==> src/rtl/acc_datapath_pkg.sv <==
// ----------------------------------------------------------------------------
// acc_datapath_pkg
//
// Purpose:
//   Shared definitions for the accumulator datapath: the 4-bit operation
//   encodings and the write-back FSM state type.
//
// Build option:
//   ACC_DATAPATH_DAA_EN - when defined, the op code shared with NOP
//                         performs the decimal adjust (DAA) instead.
//
// Ports:
//   (package - no ports)
// ----------------------------------------------------------------------------
package acc_datapath_pkg;

    // The op_code field is 4 bits wide. That gives 16 codes for 16 real
    // operations plus DAA. DAA therefore shares the NOP code. In a build
    // without the decimal adjust, code 0 is a plain NOP. In a build with
    // it, code 0 is DAA, and an idle cycle is requested by keeping
    // op_valid low.
    localparam logic [3:0] OP_NOP = 4'h0;
    localparam logic [3:0] OP_DAA = 4'h0;
    localparam logic [3:0] OP_LDM = 4'h1;
    localparam logic [3:0] OP_LD  = 4'h2;
    localparam logic [3:0] OP_ST  = 4'h3;
    localparam logic [3:0] OP_CLB = 4'h4;
    localparam logic [3:0] OP_CLC = 4'h5;
    localparam logic [3:0] OP_STC = 4'h6;
    localparam logic [3:0] OP_CMC = 4'h7;
    localparam logic [3:0] OP_ADD = 4'h8;
    localparam logic [3:0] OP_SUB = 4'h9;
    localparam logic [3:0] OP_IAC = 4'hA;
    localparam logic [3:0] OP_DAC = 4'hB;
    localparam logic [3:0] OP_INC = 4'hC;
    localparam logic [3:0] OP_RAL = 4'hD;
    localparam logic [3:0] OP_RAR = 4'hE;
    localparam logic [3:0] OP_XCH = 4'hF;

    // The only multi-cycle operation is XCH. It needs one extra state to
    // write the old accumulator value back into the register file.
    typedef enum logic {
        ST_IDLE   = 1'b0,
        ST_XCH_WB = 1'b1
    } state_e;

endpackage

==> src/rtl/acc_datapath_alu.sv <==
// ----------------------------------------------------------------------------
// acc_datapath_alu
//
// Purpose:
//   Purely combinational arithmetic and rotate unit for the accumulator
//   datapath. It covers ADD, SUB, IAC, DAC, RAL, RAR and, optionally, DAA.
//   For any other op code, the accumulator and carry pass through unchanged.
//
// Build option:
//   ACC_DATAPATH_DAA_EN - builds the decimal-adjust path for OP_DAA.
//
// Ports:
//   acc_i      in  WIDTH  current accumulator
//   operand_i  in  WIDTH  register-file operand (reg[op_reg])
//   carry_i    in  1      current carry flag
//   op_i       in  4      operation code
//   result_o   out WIDTH  new accumulator value
//   carry_o    out 1      new carry value
// ----------------------------------------------------------------------------
module acc_datapath_alu
    import acc_datapath_pkg::*;
#(
    parameter int WIDTH = 4
) (
    input  logic [WIDTH-1:0] acc_i,
    input  logic [WIDTH-1:0] operand_i,
    input  logic             carry_i,
    input  logic [3:0]       op_i,
    output logic [WIDTH-1:0] result_o,
    output logic             carry_o
);

    logic [WIDTH:0] sum;
`ifdef ACC_DATAPATH_DAA_EN
    logic [4:0]     nibble;
`endif

    // The add-type ops share one WIDTH+1 bit sum. Its top bit becomes the
    // carry. For SUB, the carry acts as a "no borrow" flag in both
    // directions: a set carry brings in the +1 that completes the two's
    // complement of the operand, and a cleared carry-out means a borrow
    // happened. Rotates move the carry in as an extra bit on the opposite
    // end.
    always_comb begin
        result_o = acc_i;
        carry_o  = carry_i;
        sum      = '0;
`ifdef ACC_DATAPATH_DAA_EN
        nibble   = '0;
`endif
        case (op_i)
            OP_ADD: begin
                sum = {1'b0, acc_i} + {1'b0, operand_i} + {{WIDTH{1'b0}}, carry_i};
                {carry_o, result_o} = sum;
            end
            OP_SUB: begin
                sum = {1'b0, acc_i} + {1'b0, ~operand_i} + {{WIDTH{1'b0}}, carry_i};
                {carry_o, result_o} = sum;
            end
            OP_IAC: begin
                sum = {1'b0, acc_i} + {{WIDTH{1'b0}}, 1'b1};
                {carry_o, result_o} = sum;
            end
            OP_DAC: begin
                sum = {1'b0, acc_i} + {1'b0, {WIDTH{1'b1}}};
                {carry_o, result_o} = sum;
            end
            OP_RAL: begin
                carry_o  = acc_i[WIDTH-1];
                result_o = {acc_i[WIDTH-2:0], carry_i};
            end
            OP_RAR: begin
                carry_o  = acc_i[0];
                result_o = {carry_i, acc_i[WIDTH-1:1]};
            end
`ifdef ACC_DATAPATH_DAA_EN
            OP_DAA: begin
                if ((acc_i[3:0] > 4'd9) || carry_i) begin
                    nibble        = {1'b0, acc_i[3:0]} + 5'd6;
                    result_o[3:0] = nibble[3:0];
                    if (nibble[4]) begin
                        carry_o = 1'b1;
                    end
                end
            end
`endif
            default: begin
            end
        endcase
    end

endmodule

==> src/rtl/acc_datapath.sv <==
// ----------------------------------------------------------------------------
// acc_datapath
//
// Purpose:
//   A small accumulator machine with:
//     - a WIDTH-bit accumulator and a carry flag
//     - an NREGS-deep register file
//     - a two-state FSM that runs the two-cycle XCH exchange
//   Operations arrive on a valid/ready handshake. Every operation except
//   XCH completes on the edge that accepts it.
//
// Build option:
//   ACC_DATAPATH_DAA_EN - enables the DAA decimal adjust. It shares the NOP
//                         code, so without this define that code is a NOP.
//
// Ports:
//   clock        in  1      sole clock, rising edge
//   reset        in  1      asynchronous, active-low reset
//   op_valid     in  1      operation request
//   op_ready     out 1      operation can be accepted this cycle
//   op_code      in  4      operation select (see acc_datapath_pkg)
//   op_reg       in  AW     register index operand
//   op_imm       in  WIDTH  immediate operand (LDM)
//   rd_addr      in  AW     debug read address
//   rd_data      out WIDTH  registers[rd_addr], combinational
//   accumulator  out WIDTH  accumulator register
//   carry        out 1      carry register
// ----------------------------------------------------------------------------
module acc_datapath
    import acc_datapath_pkg::*;
#(
    parameter int  WIDTH = 4,
    parameter int  NREGS = 16,
    localparam int AW    = $clog2(NREGS)
) (
    input  logic             clock,
    input  logic             reset,
    input  logic             op_valid,
    output logic             op_ready,
    input  logic [3:0]       op_code,
    input  logic [AW-1:0]    op_reg,
    input  logic [WIDTH-1:0] op_imm,
    input  logic [AW-1:0]    rd_addr,
    output logic [WIDTH-1:0] rd_data,
    output logic [WIDTH-1:0] accumulator,
    output logic             carry
);

    state_e           state_q, state_d;
    logic [WIDTH-1:0] acc_q, acc_d;
    logic             carry_q, carry_d;
    logic [AW-1:0]    xch_reg_q, xch_reg_d;
    logic [WIDTH-1:0] xch_acc_q, xch_acc_d;
    logic [WIDTH-1:0] regs_q [NREGS];

    logic             wr_en;
    logic [AW-1:0]    wr_addr;
    logic [WIDTH-1:0] wr_data;

    logic             accept;
    logic [WIDTH-1:0] reg_operand;
    logic [WIDTH-1:0] alu_result;
    logic             alu_carry;

    // Ready is held low while reset is asserted, so no request can slip in
    // on the edge that releases reset.
    assign op_ready    = (state_q == ST_IDLE) && reset;
    assign accept      = op_valid && op_ready;
    assign reg_operand = regs_q[op_reg];
    assign rd_data     = regs_q[rd_addr];
    assign accumulator = acc_q;
    assign carry       = carry_q;

    acc_datapath_alu #(
        .WIDTH(WIDTH)
    ) u_alu (
        .acc_i    (acc_q),
        .operand_i(reg_operand),
        .carry_i  (carry_q),
        .op_i     (op_code),
        .result_o (alu_result),
        .carry_o  (alu_carry)
    );

    // Next-state decode. Each operation has at most one register-file
    // write. In XCH_WB, nothing new is accepted, so the write-back is the
    // only writer in that cycle. XCH remembers the target index and the old
    // accumulator, so the write-back does not depend on op_reg still being
    // held.
    always_comb begin
        state_d   = state_q;
        acc_d     = acc_q;
        carry_d   = carry_q;
        xch_reg_d = xch_reg_q;
        xch_acc_d = xch_acc_q;
        wr_en     = 1'b0;
        wr_addr   = op_reg;
        wr_data   = acc_q;
        case (state_q)
            ST_IDLE: begin
                if (accept) begin
                    case (op_code)
                        OP_LDM: acc_d = op_imm;
                        OP_LD:  acc_d = reg_operand;
                        OP_ST: begin
                            wr_en   = 1'b1;
                            wr_data = acc_q;
                        end
                        OP_CLB: begin
                            acc_d   = '0;
                            carry_d = 1'b0;
                        end
                        OP_CLC: carry_d = 1'b0;
                        OP_STC: carry_d = 1'b1;
                        OP_CMC: carry_d = ~carry_q;
                        OP_ADD, OP_SUB, OP_IAC, OP_DAC, OP_RAL, OP_RAR: begin
                            acc_d   = alu_result;
                            carry_d = alu_carry;
                        end
`ifdef ACC_DATAPATH_DAA_EN
                        OP_DAA: begin
                            acc_d   = alu_result;
                            carry_d = alu_carry;
                        end
`endif
                        OP_INC: begin
                            wr_en   = 1'b1;
                            wr_data = reg_operand + {{(WIDTH-1){1'b0}}, 1'b1};
                        end
                        OP_XCH: begin
                            xch_reg_d = op_reg;
                            xch_acc_d = acc_q;
                            acc_d     = reg_operand;
                            state_d   = ST_XCH_WB;
                        end
                        default: begin
                        end
                    endcase
                end
            end
            ST_XCH_WB: begin
                wr_en   = 1'b1;
                wr_addr = xch_reg_q;
                wr_data = xch_acc_q;
                state_d = ST_IDLE;
            end
            default: state_d = ST_IDLE;
        endcase
    end

    // Accumulator, carry, holding registers and FSM state. Reset clears
    // the FSM back to IDLE, which drops any pending XCH write-back.
    always_ff @(posedge clock or negedge reset) begin
        if (!reset) begin
            state_q   <= ST_IDLE;
            acc_q     <= '0;
            carry_q   <= 1'b0;
            xch_reg_q <= '0;
            xch_acc_q <= '0;
        end else begin
            state_q   <= state_d;
            acc_q     <= acc_d;
            carry_q   <= carry_d;
            xch_reg_q <= xch_reg_d;
            xch_acc_q <= xch_acc_d;
        end
    end

    // Register file with one write port and asynchronous clear of every
    // entry.
    always_ff @(posedge clock or negedge reset) begin
        if (!reset) begin
            for (int i = 0; i < NREGS; i++) begin
                regs_q[i] <= '0;
            end
        end else if (wr_en) begin
            regs_q[wr_addr] <= wr_data;
        end
    end

endmodule

==> config.mk <==
export PLATFORM = sky130hd
export DESIGN_NAME = acc_datapath
export DESIGN_NICKNAME = d
export VERILOG_FILES = /design/src/rtl/acc_datapath_pkg.sv /design/src/rtl/acc_datapath_alu.sv /design/src/rtl/acc_datapath.sv
export SDC_FILE = /design/constraint.sdc
export NUM_CORES = 1
export LEC_CHECK = 0
export BUFFER_PORTS_ARGS = -buffer_cell sky130_fd_sc_hd__buf_2
export CORE_AREA = 2 2 110 139
export CTS_CLUSTER_SIZE = 24
export DETAILED_ROUTE_END_ITERATION = 10
export DIE_AREA = 0 0 112 141
export PLACE_DENSITY = 0.59
export SYNTH_ARGS = -nofsm -noshare
export SYNTH_HDL_FRONTEND = slang
export SYNTH_SLANG_ARGS = --single-unit
==> constraint.sdc <==
create_clock -name clock -period 8.5 [get_ports clock]
set_input_delay 0.425 -clock clock [delete_from_list [all_inputs] [get_ports clock]]
set_output_delay 0.425 -clock clock [all_outputs]
set_load 0.02 [all_outputs]
# Word-level counts from Yosys, hierarchy flattened
# Index checks and enable logic that the tools add are counted.
[classes]
mux = 23
addsub = 7
n_reduce_logical = 12
order_cmp = 4
bitwise_logic = 6
n_eq_ne = 16
[ops]
columns = ["op", "count"]
rows = [
  ["$bwmux W64", 1],
  ["$bmux W4 S4", 2],
  ["$eq A4 B4 Y1 const B", 8],
  ["$mux W4", 8],
  ["$pmux W4 S6", 1],
  ["$demux W4 S4", 1],
  ["$eq A4 B3 Y1 const B", 4],
  ["$pmux W4 S4", 1],
  ["$ge A5 B5 Y1 const B", 3],
  ["$not A4 Y5", 3],
  ["$add A4 B4 Y5", 2],
  ["$add A5 B1 Y5", 2],
  ["$eq A4 B2 Y1 const B", 2],
  ["$pmux W4 S2", 1],
  ["$reduce_and A4 Y1", 2],
  ["$reduce_bool A4 Y1", 2],
  ["$ne A7 B1 Y1 const B", 1],
  ["$pmux W1 S6", 1],
  ["$reduce_or A2 Y1", 3],
  ["$reduce_or A6 Y1", 1],
  ["$add A4 B1 Y5 const B", 1],
  ["$add A4 B4 Y5 const B", 1],
  ["$lt A5 B1 Y1 const B", 1],
  ["$add A4 B1 Y4 const B", 1],
  ["other kinds (8)", 15],
]
[totals]
ff_bits = 78
in_bits = 19
wordCells = 89

# Depth between registers and ports, before layout
[logic_depth]
ltp_word = 9
ltp_mapped = 14

# Hierarchy
# Synthesis repeated with hierarchy kept, for this count alone.
[unflattened]
cells_unflattened = 442
area_unflattened_um2 = 5262.5
[by_module_without_submodules]
columns = ["module", "seq_area_each_um2", "cells_per_inst", "instances", "area_each_um2"]
rows = [
  ["acc_datapath", 1951.9, 353, 1, 4580.6],
  ["acc_datapath_alu", 0.0, 89, 1, 681.9],
]

# Worst setup path before layout
# Ideal clock, no wire load.
[synth_timing]
path_type = "input -> register"
start = "in op_reg[0]"
end = "reg acc_q[2] (netlist: accumulator[2])"
path_buffers = 2
path_slack_ps = 5251
arrival_time_ps = 3160
setup_ps = 88
path_stages = 13
cell_sequence = "buf_6 > buf_6 > mux4_2 > a22oi_1 > and2_4 > inv_2 > fa_1 > fa_1 > nor2b_1 > o31a_1 > o22ai_1 > o211ai_1 > a41oi_1"
[synth_between]
elab_chain_cells = 9
[synth_lines]
columns = ["item", "line_no", "source"]
rows = [
  ["from (decl)", "acc_datapath.sv:41", "input logic [AW-1:0] op_reg,"],
  ["$not A4 Y5 (not written as such) (*)", "acc_datapath.sv:69", "assign reg_operand = regs_q[op_reg];"],
  ["$bmux W4 S4 (*)", "acc_datapath.sv:69", ""],
  ["$mux W4 (not written as such) (*) (2 in a row)", "acc_datapath.sv:69", ""],
  ["$not A4 Y4", "acc_datapath_alu.sv:57", "sum = {1'b0, acc_i} + {1'b0, ~operand_i} + {{WIDTH{1'b0}}, carry_i};"],
  ["$add A4 B4 Y5", "acc_datapath_alu.sv:57", ""],
  ["$add A5 B1 Y5", "acc_datapath_alu.sv:57", ""],
  ["$pmux W4 S6", "acc_datapath_alu.sv:51", "case (op_i)"],
  ["$pmux W4 S4 (*)", "acc_datapath.sv:102", "case (op_code)"],
  ["to (signal assigned)", "acc_datapath.sv:156", "acc_q <= '0;"],
  ["to (signal assigned)", "acc_datapath.sv:162", "acc_q <= acc_d;"],
  ["to (decl)", "acc_datapath.sv:50", "logic [WIDTH-1:0] acc_q, acc_d;"],
]
# Mark *: on every way between the ends. The rest lies on a longest branch, timed or not. The select of a mux whose other input is x is not followed.
# A chain may end at the register's enable or synchronous reset.

# Final worst setup path
[layout_timing]
start = "in op_reg[0]"
end = "reg carry_q (netlist: carry)"
[layout_between]
elab_chain_cells = 9
[layout_lines]
columns = ["item", "line_no", "source"]
rows = [
  ["$not A4 Y5 (not written as such) (*)", "acc_datapath.sv:69", ""],
  ["$bmux W4 S4 (*)", "acc_datapath.sv:69", ""],
  ["$mux W4 (not written as such) (*) (2 in a row)", "acc_datapath.sv:69", ""],
  ["$not A4 Y4", "acc_datapath_alu.sv:57", ""],
  ["$add A4 B4 Y5", "acc_datapath_alu.sv:57", ""],
  ["$add A5 B1 Y5", "acc_datapath_alu.sv:57", ""],
  ["$pmux W1 S6 (*)", "acc_datapath_alu.sv:51", ""],
  ["$pmux W1 S4 (*)", "acc_datapath.sv:102", ""],
  ["to (signal assigned)", "acc_datapath.sv:163", "carry_q <= carry_d;"],
  ["to (decl)", "acc_datapath.sv:51", "logic carry_q, carry_d;"],
]
# Marks and branches as above.

==> out/results.tsv <==
metric	value	unit
finalClockSkew	0.00738	ns
grt_max_degree	43	
cts_setup_buffers	0	
rows	50	
gp_congestion	0.915	
end_kind	flop	
relSlewSlack	36.0	%
multi_input_area	2880	sq um
worst_pin_slew	0.954	ns
crit_path_max_fanout	19	
met3_usage	2.15	%
htreeDepth	3	
grtUsageTotal	16.7	%
syn_inst	412	
path_class	in2reg	
num-fill-cells	1391	
worstSkewPairLatency	0.34	ns
grt_pass1_wl	20.5	mm
synth.most_common_cell	dfrtp_1	
vdd_drop_max	105	uV
numCtsBuffers	9	
drive_above_1_share	37.2	%
die-area	15800	sq um
drc	0	
max_freq	0.283	GHz
antenna_left	0	
syn_nets	445	
regToRegStartpoint	regs_q[40]	
synth_edf_count	0	
cts_tree	done	
hold_path_class	in2async	
synth_top_cell_by_area	dfrtp_1	
ys_types	59	
ios	29	
fin_crit	3.53	ns
dr.pass1.iters	4	
p_leak	2.48	nW
syn-cell-area	5010	sq um
groute.layer.met2.usage	28.4	%
cts_sinks	78	
top_usage_layer	met2	
fp.dieW	112	um
seq_area_frac_synth	39.0	%
synth_commonest_cells	dfrtp_1, mux2_2, nor2_1, mux4_2, nand2_1	
pre_cts_ws	4.61	ns
synthFlopType	dfrtp_1	
vias	3559	
grt_pass1_vias	3713	
required	8.76	ns
r2r_cells	12	
outcome	finished clean	
synth_top_area_share	39.0	%
ys_seq_elements	78	
start_kind	primary input	
initial_utilization	34.2	%
netlist_top_cells_area	dfrtp_1, mux2_2, mux4_2	
rsz0062_at_grt	false	
critical_path_arrival	3.79	ns
routedWlPerCell	20.1	um
p_total	1.20	mW
holdBufCountCts	0	
yosysWarnings	0	
fin_ws	4.97	ns
cts-root-buf	clkbuf_16	
overflow	0	
finalSetupViolations	0	
cts_buffer_depth	2	
powerDensity	213	nW/um^2
drtIter0Drc	407	
hold_violations	0	
die_y	141	um
cap_violations	0	
drv_slew	0	
final.setup.tns	0	ns
area_delta_synth_final	12.6	%
hpwl	8.84	mm
clk_pin_slew_worst_paths	0.06	ns
antenna_found_initial	0	
r2r_slack	5.26	ns
post-route-period-util	41.6	%
syn_area_per_cell	12.2	sq um
finalWirelength	12.4	mm
regArea	1950	sq um
coreArea	14600	sq um
fin_nets	464	
met1_usage	21.1	%
diodes	0	
rr_endpoint	carry	
routed_via_density	5.76	
io_buffers	28	
postCtsResizedCells	0	
synthArstFlopShare	100	%
[final cells by class]
| cell class | instances | area share [%] |
|---|---|---|
| sequential | 78 | 34.6 |
| clock buffer | 10 | 4.24 |
| multi-input combinational | 296 | 51.2 |
| clock inverter | 6 | 2.09 |
| tap | 182 | 4.04 |
| timing repair buffer | 30 | 2.80 |
| inverter | 16 | 1.07 |
[registers in the layout, summed over array words and instances (netlist names)]
register and cells:
state_q 1, carry 1, xch_reg_q 4, regs_q 64, accumulator 4, xch_acc_q 4
[per-layer routing]
metal,wire length [um],up-vias
met5,0,-
met4,418,0
met3,601,34
met2,6270,121
met1,5160,1805
li1,-,1599
[how the worst max path moves through the flow]
stage                          from        endpoint  slack (ns)  cells after the start
after floorplan           op_reg[0]  accumulator[2]        5.25                     13
after global placement    op_reg[0]           carry        4.67                     13
after detailed placement  op_reg[0]           carry        4.61                     13
after CTS                 op_reg[0]           carry        4.96                     13
after global routing      op_reg[0]           carry        4.62                     13
final                     op_reg[0]           carry        4.97                     13
[cells in the final DEF, fill, tap and decap left out, drive strengths merged, types with 2 or more instances in the layout]
cell type   n
clkbuf     10
a211oi      4
or2         2
nor2b       7
a21o        2
nor3b       2
bufinv      3
nor2       32
a21oi      13
and2        3
dfrtp      78
nand3       3
a41oi       2
and3        2
o31ai       4
a22oi       5
o211ai      5
fa          4
o21ai      21
inv        16
mux2       73
xnor2       3
mux4       37
a31oi       5
nand2      28
o22ai       2
nor3        5
ha         10
buf        30
clkinv      2
mux2i       4
[critical path, stage by stage]
cell and delay (ns):
buf_2 0.48, mux4_1 0.63, a22oi_1 0.28, and2_4 0.23
inv_2 0.06, fa_1 0.40, fa_1 0.39, nor2b_1 0.15
o21ai_0 0.10, a221oi_1 0.24, or4_1 0.15, a31oi_1 0.07
o21ai_0 0.17
[per-stage QoR]
step / area (sq um) / cells / utilization (%) / hold WS (ns)
4_1_cts: 5640 / 618 / 38.5 / 0.0646
5_1_grt: 5640 / 618 / 38.5 / 0.0896
3_5_place_dp: 5280 / 602 / 36.1 / 0.426
3_3_place_gp: 5280 / 602 / 36.1 / 0.421
2_1_floorplan: 5010 / 412 / - / 0.129
6_report: 5640 / 618 / 38.5 / 0.0479
[kinds of logic after synthesis]
logic type	Yosys count	synth area share (%)
compound gates	72	9.60
xor+xnor	4	0.700
fa+ha+maj	14	4.10
buf+inv	38	3.40
flops	78	39.0
mux	114	34.3
simple gates	92	8.90
[where the power goes]
part	switching (mW)	leakage, nW	total, mW	internal (mW)
combinational	0.146	1.26	0.274	0.128
sequential	0.0497	1.05	0.467	0.417
clock	0.160	0.171	0.457	0.297
Power figures use the tool's default switching activity.
